--- config.mk ---
export PLATFORM = sky130hd
export DESIGN_NAME = hazard_ctrl
export DESIGN_NICKNAME = d
export VERILOG_FILES = /design/src/rtl/hazard_ctrl_pkg.sv /design/src/rtl/hazard_ctrl_fwd_sel.sv /design/src/rtl/hazard_ctrl.sv
export SDC_FILE = /design/constraint.sdc
export NUM_CORES = 1
export LEC_CHECK = 0
export BUFFER_PORTS_ARGS = -buffer_cell sky130_fd_sc_hd__buf_2
export CORE_MARGIN = 4
export CORE_UTILIZATION = 52
export DETAILED_ROUTE_END_ITERATION = 10
export PLACE_DENSITY = 0.85
export SYNTH_ARGS = -nofsm -noshare
export SYNTH_HDL_FRONTEND = slang
export SYNTH_SLANG_ARGS = --single-unit
export TNS_END_PERCENT = 50
--- constraint.sdc ---
create_clock -name clk -period 2.8 [get_ports clk]
set_input_delay 0.42 -clock clk [delete_from_list [all_inputs] [get_ports clk]]
set_output_delay 0.42 -clock clk [all_outputs]
set_load 0.03 [all_outputs]
--- src/rtl/hazard_ctrl_pkg.sv ---
// Shared definitions for the pipeline hazard controller: forwarding select codes,
// FSM state encoding and the register-match helper used by the forwarding muxes.
package hazard_ctrl_pkg;

  localparam int unsigned RegAddrWidth = 5;

  localparam logic [1:0] FwdReg = 2'b00;
  localparam logic [1:0] FwdMem = 2'b01;
  localparam logic [1:0] FwdWb  = 2'b10;

  typedef enum logic [0:0] {
    StRun,
    StMemWait
  } hz_state_e;

  // A later stage supplies rs only if it writes a non-x0 destination equal to rs.
  function automatic logic rd_match(logic we, logic [RegAddrWidth-1:0] rd,
                                    logic [RegAddrWidth-1:0] rs);
    return we && (rd != '0) && (rd == rs);
  endfunction

endpackage

--- src/rtl/hazard_ctrl_fwd_sel.sv ---
// Operand forwarding select for one EX-stage source register.
// MEM-stage results are newer than WB results, so MEM wins.
module hazard_ctrl_fwd_sel
  import hazard_ctrl_pkg::*;
(
  input  logic [RegAddrWidth-1:0] rs_i,
  input  logic [RegAddrWidth-1:0] rd_mem_i,
  input  logic                    regwrite_mem_i,
  input  logic [RegAddrWidth-1:0] rd_wb_i,
  input  logic                    regwrite_wb_i,
  output logic [1:0]              fwd_o
);

  always_comb begin
    fwd_o = FwdReg;
    if (rd_match(regwrite_mem_i, rd_mem_i, rs_i)) begin
      fwd_o = FwdMem;
    end else if (rd_match(regwrite_wb_i, rd_wb_i, rs_i)) begin
      fwd_o = FwdWb;
    end
  end

endmodule

--- src/rtl/hazard_ctrl.sv ---
// Hazard controller for the 5-stage RV32 core: forwarding, load-use bubble, memory-wait
// freeze with watchdog, and branch flush. Optional perf counters under HAZARD_PERF_EN.
module hazard_ctrl
  import hazard_ctrl_pkg::*;
#(
  parameter int unsigned MEM_TIMEOUT = 255,
  parameter int unsigned TMO_W       = 16
) (
  input  logic                    clk,
  input  logic                    rst,
  input  logic [RegAddrWidth-1:0] rs1_id,
  input  logic [RegAddrWidth-1:0] rs2_id,
  input  logic                    rs1_used_id,
  input  logic                    rs2_used_id,
  input  logic [RegAddrWidth-1:0] rs1_ex,
  input  logic [RegAddrWidth-1:0] rs2_ex,
  input  logic [RegAddrWidth-1:0] rd_ex,
  input  logic                    memread_ex,
  input  logic                    branch_taken_ex,
  input  logic [RegAddrWidth-1:0] rd_mem,
  input  logic                    regwrite_mem,
  input  logic [RegAddrWidth-1:0] rd_wb,
  input  logic                    regwrite_wb,
  input  logic                    mem_req_mem,
  input  logic                    mem_ready,
  output logic [1:0]              forwarda,
  output logic [1:0]              forwardb,
  output logic                    stall_pc,
  output logic                    stall_if_id,
  output logic                    stall_id_ex,
  output logic                    stall_ex_mem,
  output logic                    stall_mem_wb,
  output logic                    bubble_id_ex,
  output logic                    flush_if_id,
  output logic                    mem_timeout
`ifdef HAZARD_PERF_EN
  ,
  output logic [31:0]             perf_lu_stalls,
  output logic [31:0]             perf_mem_stall_cycles,
  output logic [31:0]             perf_flushes
`endif
);

  localparam logic [TMO_W-1:0] TmoLast = TMO_W'(MEM_TIMEOUT - 1);

  hz_state_e        state_q, state_d;
  logic [TMO_W-1:0] cnt_q, cnt_d;
  logic             tmo_q, tmo_d;
  logic             tmo_hit, frz, lu;

  hazard_ctrl_fwd_sel u_fwd_a (
    .rs_i           (rs1_ex),
    .rd_mem_i       (rd_mem),
    .regwrite_mem_i (regwrite_mem),
    .rd_wb_i        (rd_wb),
    .regwrite_wb_i  (regwrite_wb),
    .fwd_o          (forwarda)
  );

  hazard_ctrl_fwd_sel u_fwd_b (
    .rs_i           (rs2_ex),
    .rd_mem_i       (rd_mem),
    .regwrite_mem_i (regwrite_mem),
    .rd_wb_i        (rd_wb),
    .regwrite_wb_i  (regwrite_wb),
    .fwd_o          (forwardb)
  );

  assign tmo_hit = (cnt_q == TmoLast);
  assign frz = ((state_q == StRun) && mem_req_mem && !mem_ready) ||
               ((state_q == StMemWait) && !mem_ready && !tmo_hit);
  assign lu  = memread_ex && (rd_ex != '0) &&
               ((rs1_used_id && (rs1_id == rd_ex)) || (rs2_used_id && (rs2_id == rd_ex)));

  always_comb begin
    state_d = state_q;
    cnt_d   = cnt_q;
    tmo_d   = tmo_q;
    case (state_q)
      StRun: begin
        if (mem_req_mem && !mem_ready) begin
          state_d = StMemWait;
          cnt_d   = '0;
        end
      end
      StMemWait: begin
        if (mem_ready) begin
          state_d = StRun;
        end else if (tmo_hit) begin
          // Give up on the stuck access and let the pipeline advance.
          state_d = StRun;
          tmo_d   = 1'b1;
        end else begin
          cnt_d = cnt_q + TMO_W'(1);
        end
      end
      default: state_d = StRun;
    endcase
  end

  always_comb begin
    stall_pc     = 1'b0;
    stall_if_id  = 1'b0;
    stall_id_ex  = 1'b0;
    stall_ex_mem = 1'b0;
    stall_mem_wb = 1'b0;
    bubble_id_ex = 1'b0;
    flush_if_id  = 1'b0;
    if (!rst) begin
      if (frz) begin
        stall_pc     = 1'b1;
        stall_if_id  = 1'b1;
        stall_id_ex  = 1'b1;
        stall_ex_mem = 1'b1;
        stall_mem_wb = 1'b1;
      end else if (branch_taken_ex) begin
        // Wrong-path ID instruction dies, so a load-use against it is moot.
        flush_if_id  = 1'b1;
        bubble_id_ex = 1'b1;
      end else if (lu) begin
        stall_pc     = 1'b1;
        stall_if_id  = 1'b1;
        bubble_id_ex = 1'b1;
      end
    end
  end

  always_ff @(posedge clk) begin
    if (rst) begin
      state_q <= StRun;
      cnt_q   <= '0;
      tmo_q   <= 1'b0;
    end else begin
      state_q <= state_d;
      cnt_q   <= cnt_d;
      tmo_q   <= tmo_d;
    end
  end

  assign mem_timeout = tmo_q;

`ifdef HAZARD_PERF_EN
  logic [31:0] perf_lu_q, perf_frz_q, perf_flush_q;
  logic        lu_applied;

  // A load-use stall is the only case that stalls the PC without freezing EX/MEM.
  assign lu_applied = stall_pc && !stall_ex_mem;

  always_ff @(posedge clk) begin
    if (rst) begin
      perf_lu_q    <= '0;
      perf_frz_q   <= '0;
      perf_flush_q <= '0;
    end else begin
      if (lu_applied && (perf_lu_q != '1)) perf_lu_q <= perf_lu_q + 32'd1;
      if (stall_ex_mem && (perf_frz_q != '1)) perf_frz_q <= perf_frz_q + 32'd1;
      if (flush_if_id && (perf_flush_q != '1)) perf_flush_q <= perf_flush_q + 32'd1;
    end
  end

  assign perf_lu_stalls        = perf_lu_q;
  assign perf_mem_stall_cycles = perf_frz_q;
  assign perf_flushes          = perf_flush_q;
`endif

endmodule

==> summary.md <==
| Metric | Value |
|---|---|
| M1 WL | `~1.6 mm` |
| I/O Buffers | `56` |
| Synth unique cells | `41` |
| Placed Cells incl. Taps | `~260` |
| Gr usage total | `a little over a fifth` |
| P_int | `around 0.37 mW` |
| WP data required | `approximately 2.4 ns` |
| Row cnt | `18` |
| Largest stage delay, worst path | `0.53 ns` |
| CTS tree | `done` |
| Fin crit share | `just under 90%` |
| Post-route ant nets | `0` |
| Crit path capture type | `output port` |
| Via count | `around 1500` |
| Diode count | `0` |
| Logic pwr share | `around a quarter` |
| Maxcap violations | `0` |
| EDFF count, synth | `0` |
| Top cell type by total area after synthesis | `dfxtp_1` |
| Crit. Startpoint | `cnt_q[10]` |
| Worst Setup EP | `stall_pc` |
| Critical path class | `flop to output port` |
| Net switching power | `0.158 mW` |
| Cell Chain, Critical Path | `nor4_1 > nand4_1 > a21oi_1 > o22ai_1 > buf_2` |
| Utilization after layout | `about two thirds` |
| Slew Limit Headroom | `a little over three fifths` |
| Seq/Total Area, Yosys | `between 20% and 30%` |
| Worst setup SP type | `flop` |
| Cell area after synthesis | `1440 µm²` |
| Clock buffer depth | `2` |
| Met3 Wirelength | `approximately 230 µm` |
| Core box area | `around 2600 µm²` |
| Post-Layout Cell Count | `261` |
| Crit Path Max Fanout | `5` |
| Clock transition at path regs | `approximately 0.10 ns` |
| Fin. Hold Viols | `0` |
| Tmin final | `roughly 2.5 ns` |
| RSZ-0062 raised after global routing | `no` |
| R2R Path End | `cnt_q[7]` |
| #FFs+latches synth | `18` |
| Synthesized area per cell | `8.16 µm²` |
| Status | `completed` |
| Switch share | `30.0%` |
| R2R setup slack | `0.86 ns` |
| Drt wl/cell | `between 10 and 15 µm` |
| Slowest cell on crit path | `nor4_1` |
| Most frequent cells in the layout | `buf_2 (56), xor2_1 (22), dfxtp_1 (18)` |
| Post-CTS Setup Inserts | `0` |
| Top cell type's share of synthesized area | `between 20% and 30%` |
| Arrival @ worst endpoint | `2.07 ns` |
| Worst hold path type | `input pin to flop` |
| H-Tree Level Count | `1` |
| P&R area growth vs syn | `21.8%` |
| Clk pwr share | `about a quarter` |
| First-pass GRT wire length | `6.12 mm` |
| Max-slew violation count | `0` |
| Initial antenna violation count | `0` |
| Final setup violation count | `0` |
| Nets@finish | `280` |
| Power density cells | `299 nW/µm²` |
| GRT overflow | `0` |
| Fraction of layout cells with a size suffix above 1 | `30.3%` |
| Fmax | `402 MHz` |
| Post-CTS sizing | `0` |
| Slew @ Worst Pin | `0.549 ns` |
| Predominant post-synthesis flop cell | `dfxtp_1` |
| Hold buffer count at cts | `0` |
| Share of power burned in registers | `49.4%` |
| Fill count | `roughly 220` |
| Global placement routability congestion | `between 0.8 and 0.9` |
| Top layer reached by signal wires | `met4` |
| Die X-Extent | `60.7 µm` |
| Final HPWL DP | `slightly below 3 mm` |
| Router iterations before antenna repair | `4` |
| CTS Buf Count | `3` |
| Syn_nets | `about 220` |
| Final setup TNS | `0 ns` |
| Vias per cell | `about 5.9` |
| Worst Skew | `0.00468 ns` |
| Routed wl met2 | `around 1.8 mm` |
| Peak VDD IR | `approximately 360 µV` |
| Largest net degree at the start of global routing | `18` |
| Static Leak | `about 0.71 nW` |
| Starting Density | `56.2%` |
| Worst R2R Path Depth | `7` |
| Largest cells by area after synthesis | `dfxtp_1 (25%), xor2_1 (13%), or4_1 (5.7%)` |
| Root buffer cell | `clkbuf_4` |
| DRC viols | `0` |
| Final WL | `3.66 mm` |
| Iteration-0 DRC Markers | `84` |
| Io pins | `57` |
| Die Height | `a little over 60 µm` |
| Asr flop ratio synth | `0%` |
| Post-synthesis instance total | `~180` |
| Yosys warnings | `0` |
| Die Area | `about 3700 µm²` |
| Number of global-route vias before repair | `1472` |
| Insertion delay to the later sink of the worst-skew pair | `0.30 ns` |
| Commonest non-fill, non-tap cell in the layout | `buf_2` |
| Reg-to-Reg Start | `cnt_q[0]` |
| Clock sink count | `18` |
[critical path: cells and delay by family, from the launching register on]
| kind | cells | cell delay [ns] |
|---|---|---|
| AO/OA/AOI/OAI | 2 | 0.50 |
| AND/OR/NAND/NOR | 2 | 0.72 |
| flip-flops | 1 | 0.36 |
| buffers and inverters | 1 | 0.19 |
[sequential cells by signal, indices dropped and copies added, names as in the netlist]
register	count
mem_timeout	1
cnt_q	16
state_q	1
[cell usage after synthesis, types with 3 or more instances]
cell type  number
nand3_1         8
nor2_1          9
nand4_1         6
buf_4           4
a21oi_1        14
dfxtp_1        18
o21ai_0         3
o31ai_1         6
inv_1           4
and4_1          3
nand4b_1        3
xnor2_1         9
clkbuf_1        4
xor2_1         22
or4_1          11
nor4_1          8
nand2_1        10
[power by group through the flow]
stage               combinational, mW  clock [mW]  sequential, mW
floorplan                      0.0734           0           0.265
global placement                0.132           0           0.265
detailed placement              0.133           0           0.265
CTS                             0.134       0.135           0.259
global route                    0.147       0.150           0.260
finish                          0.133       0.133           0.259
[per-stage QoR]
step / cell area [µm²] / hold WS, ns / worst slack, ns / power, mW
after floorplan: 1440 / 0.470 / 0.0228 / 0.338
after global placement: 1740 / 0.450 / 0.534 / 0.397
after detailed placement: 1740 / 0.463 / 0.457 / 0.399
after CTS: 1760 / 0.441 / 0.328 / 0.528
after global routing: 1760 / 0.469 / 0.120 / 0.556
final: 1760 / 0.447 / 0.312 / 0.525
[cell type report]
class	instances	area, µm²	area share, %
multi-input combinational	146	1010	57.6
sequential	18	360	20.5
timing repair buffer	60	310	17.7
tap	30	37.5	2.14
clock buffer	3	22.5	1.28
inverter	4	15.0	0.854
[cell families after synthesis]
kind of cell,count (synthesis),share of synthesized area (%)
DFF,18,25.0
xor gates and xnor gates,31,18.8
and+or+nand+nor,77,32.8
AOI/OAI and AO/OA,33,14.6
adders and majority gates,2,1.73
buffers and inverters,13,4.94
muxes,3,2.17
[routing by layer]
metal	vias to the layer above	track usage [%]
li1	776	-
met1	694	27.5
met2	59	37.1
met3	7	2.13
met4	0	7.43
met5	-	0
[worst min path at each step]
stage | startpoint | end | slack, ns | cells past startpoint
floorplan | cnt_q[7] | cnt_q[7] | 0.47 | 2
global placement | mem_timeout | mem_timeout | 0.45 | 2
detailed placement | mem_timeout | mem_timeout | 0.46 | 2
CTS | rst | cnt_q[11] | 0.44 | 2
global route | rst | state_q | 0.47 | 2
finish | rst | cnt_q[11] | 0.45 | 2
(Power assumes the default switching activity.)
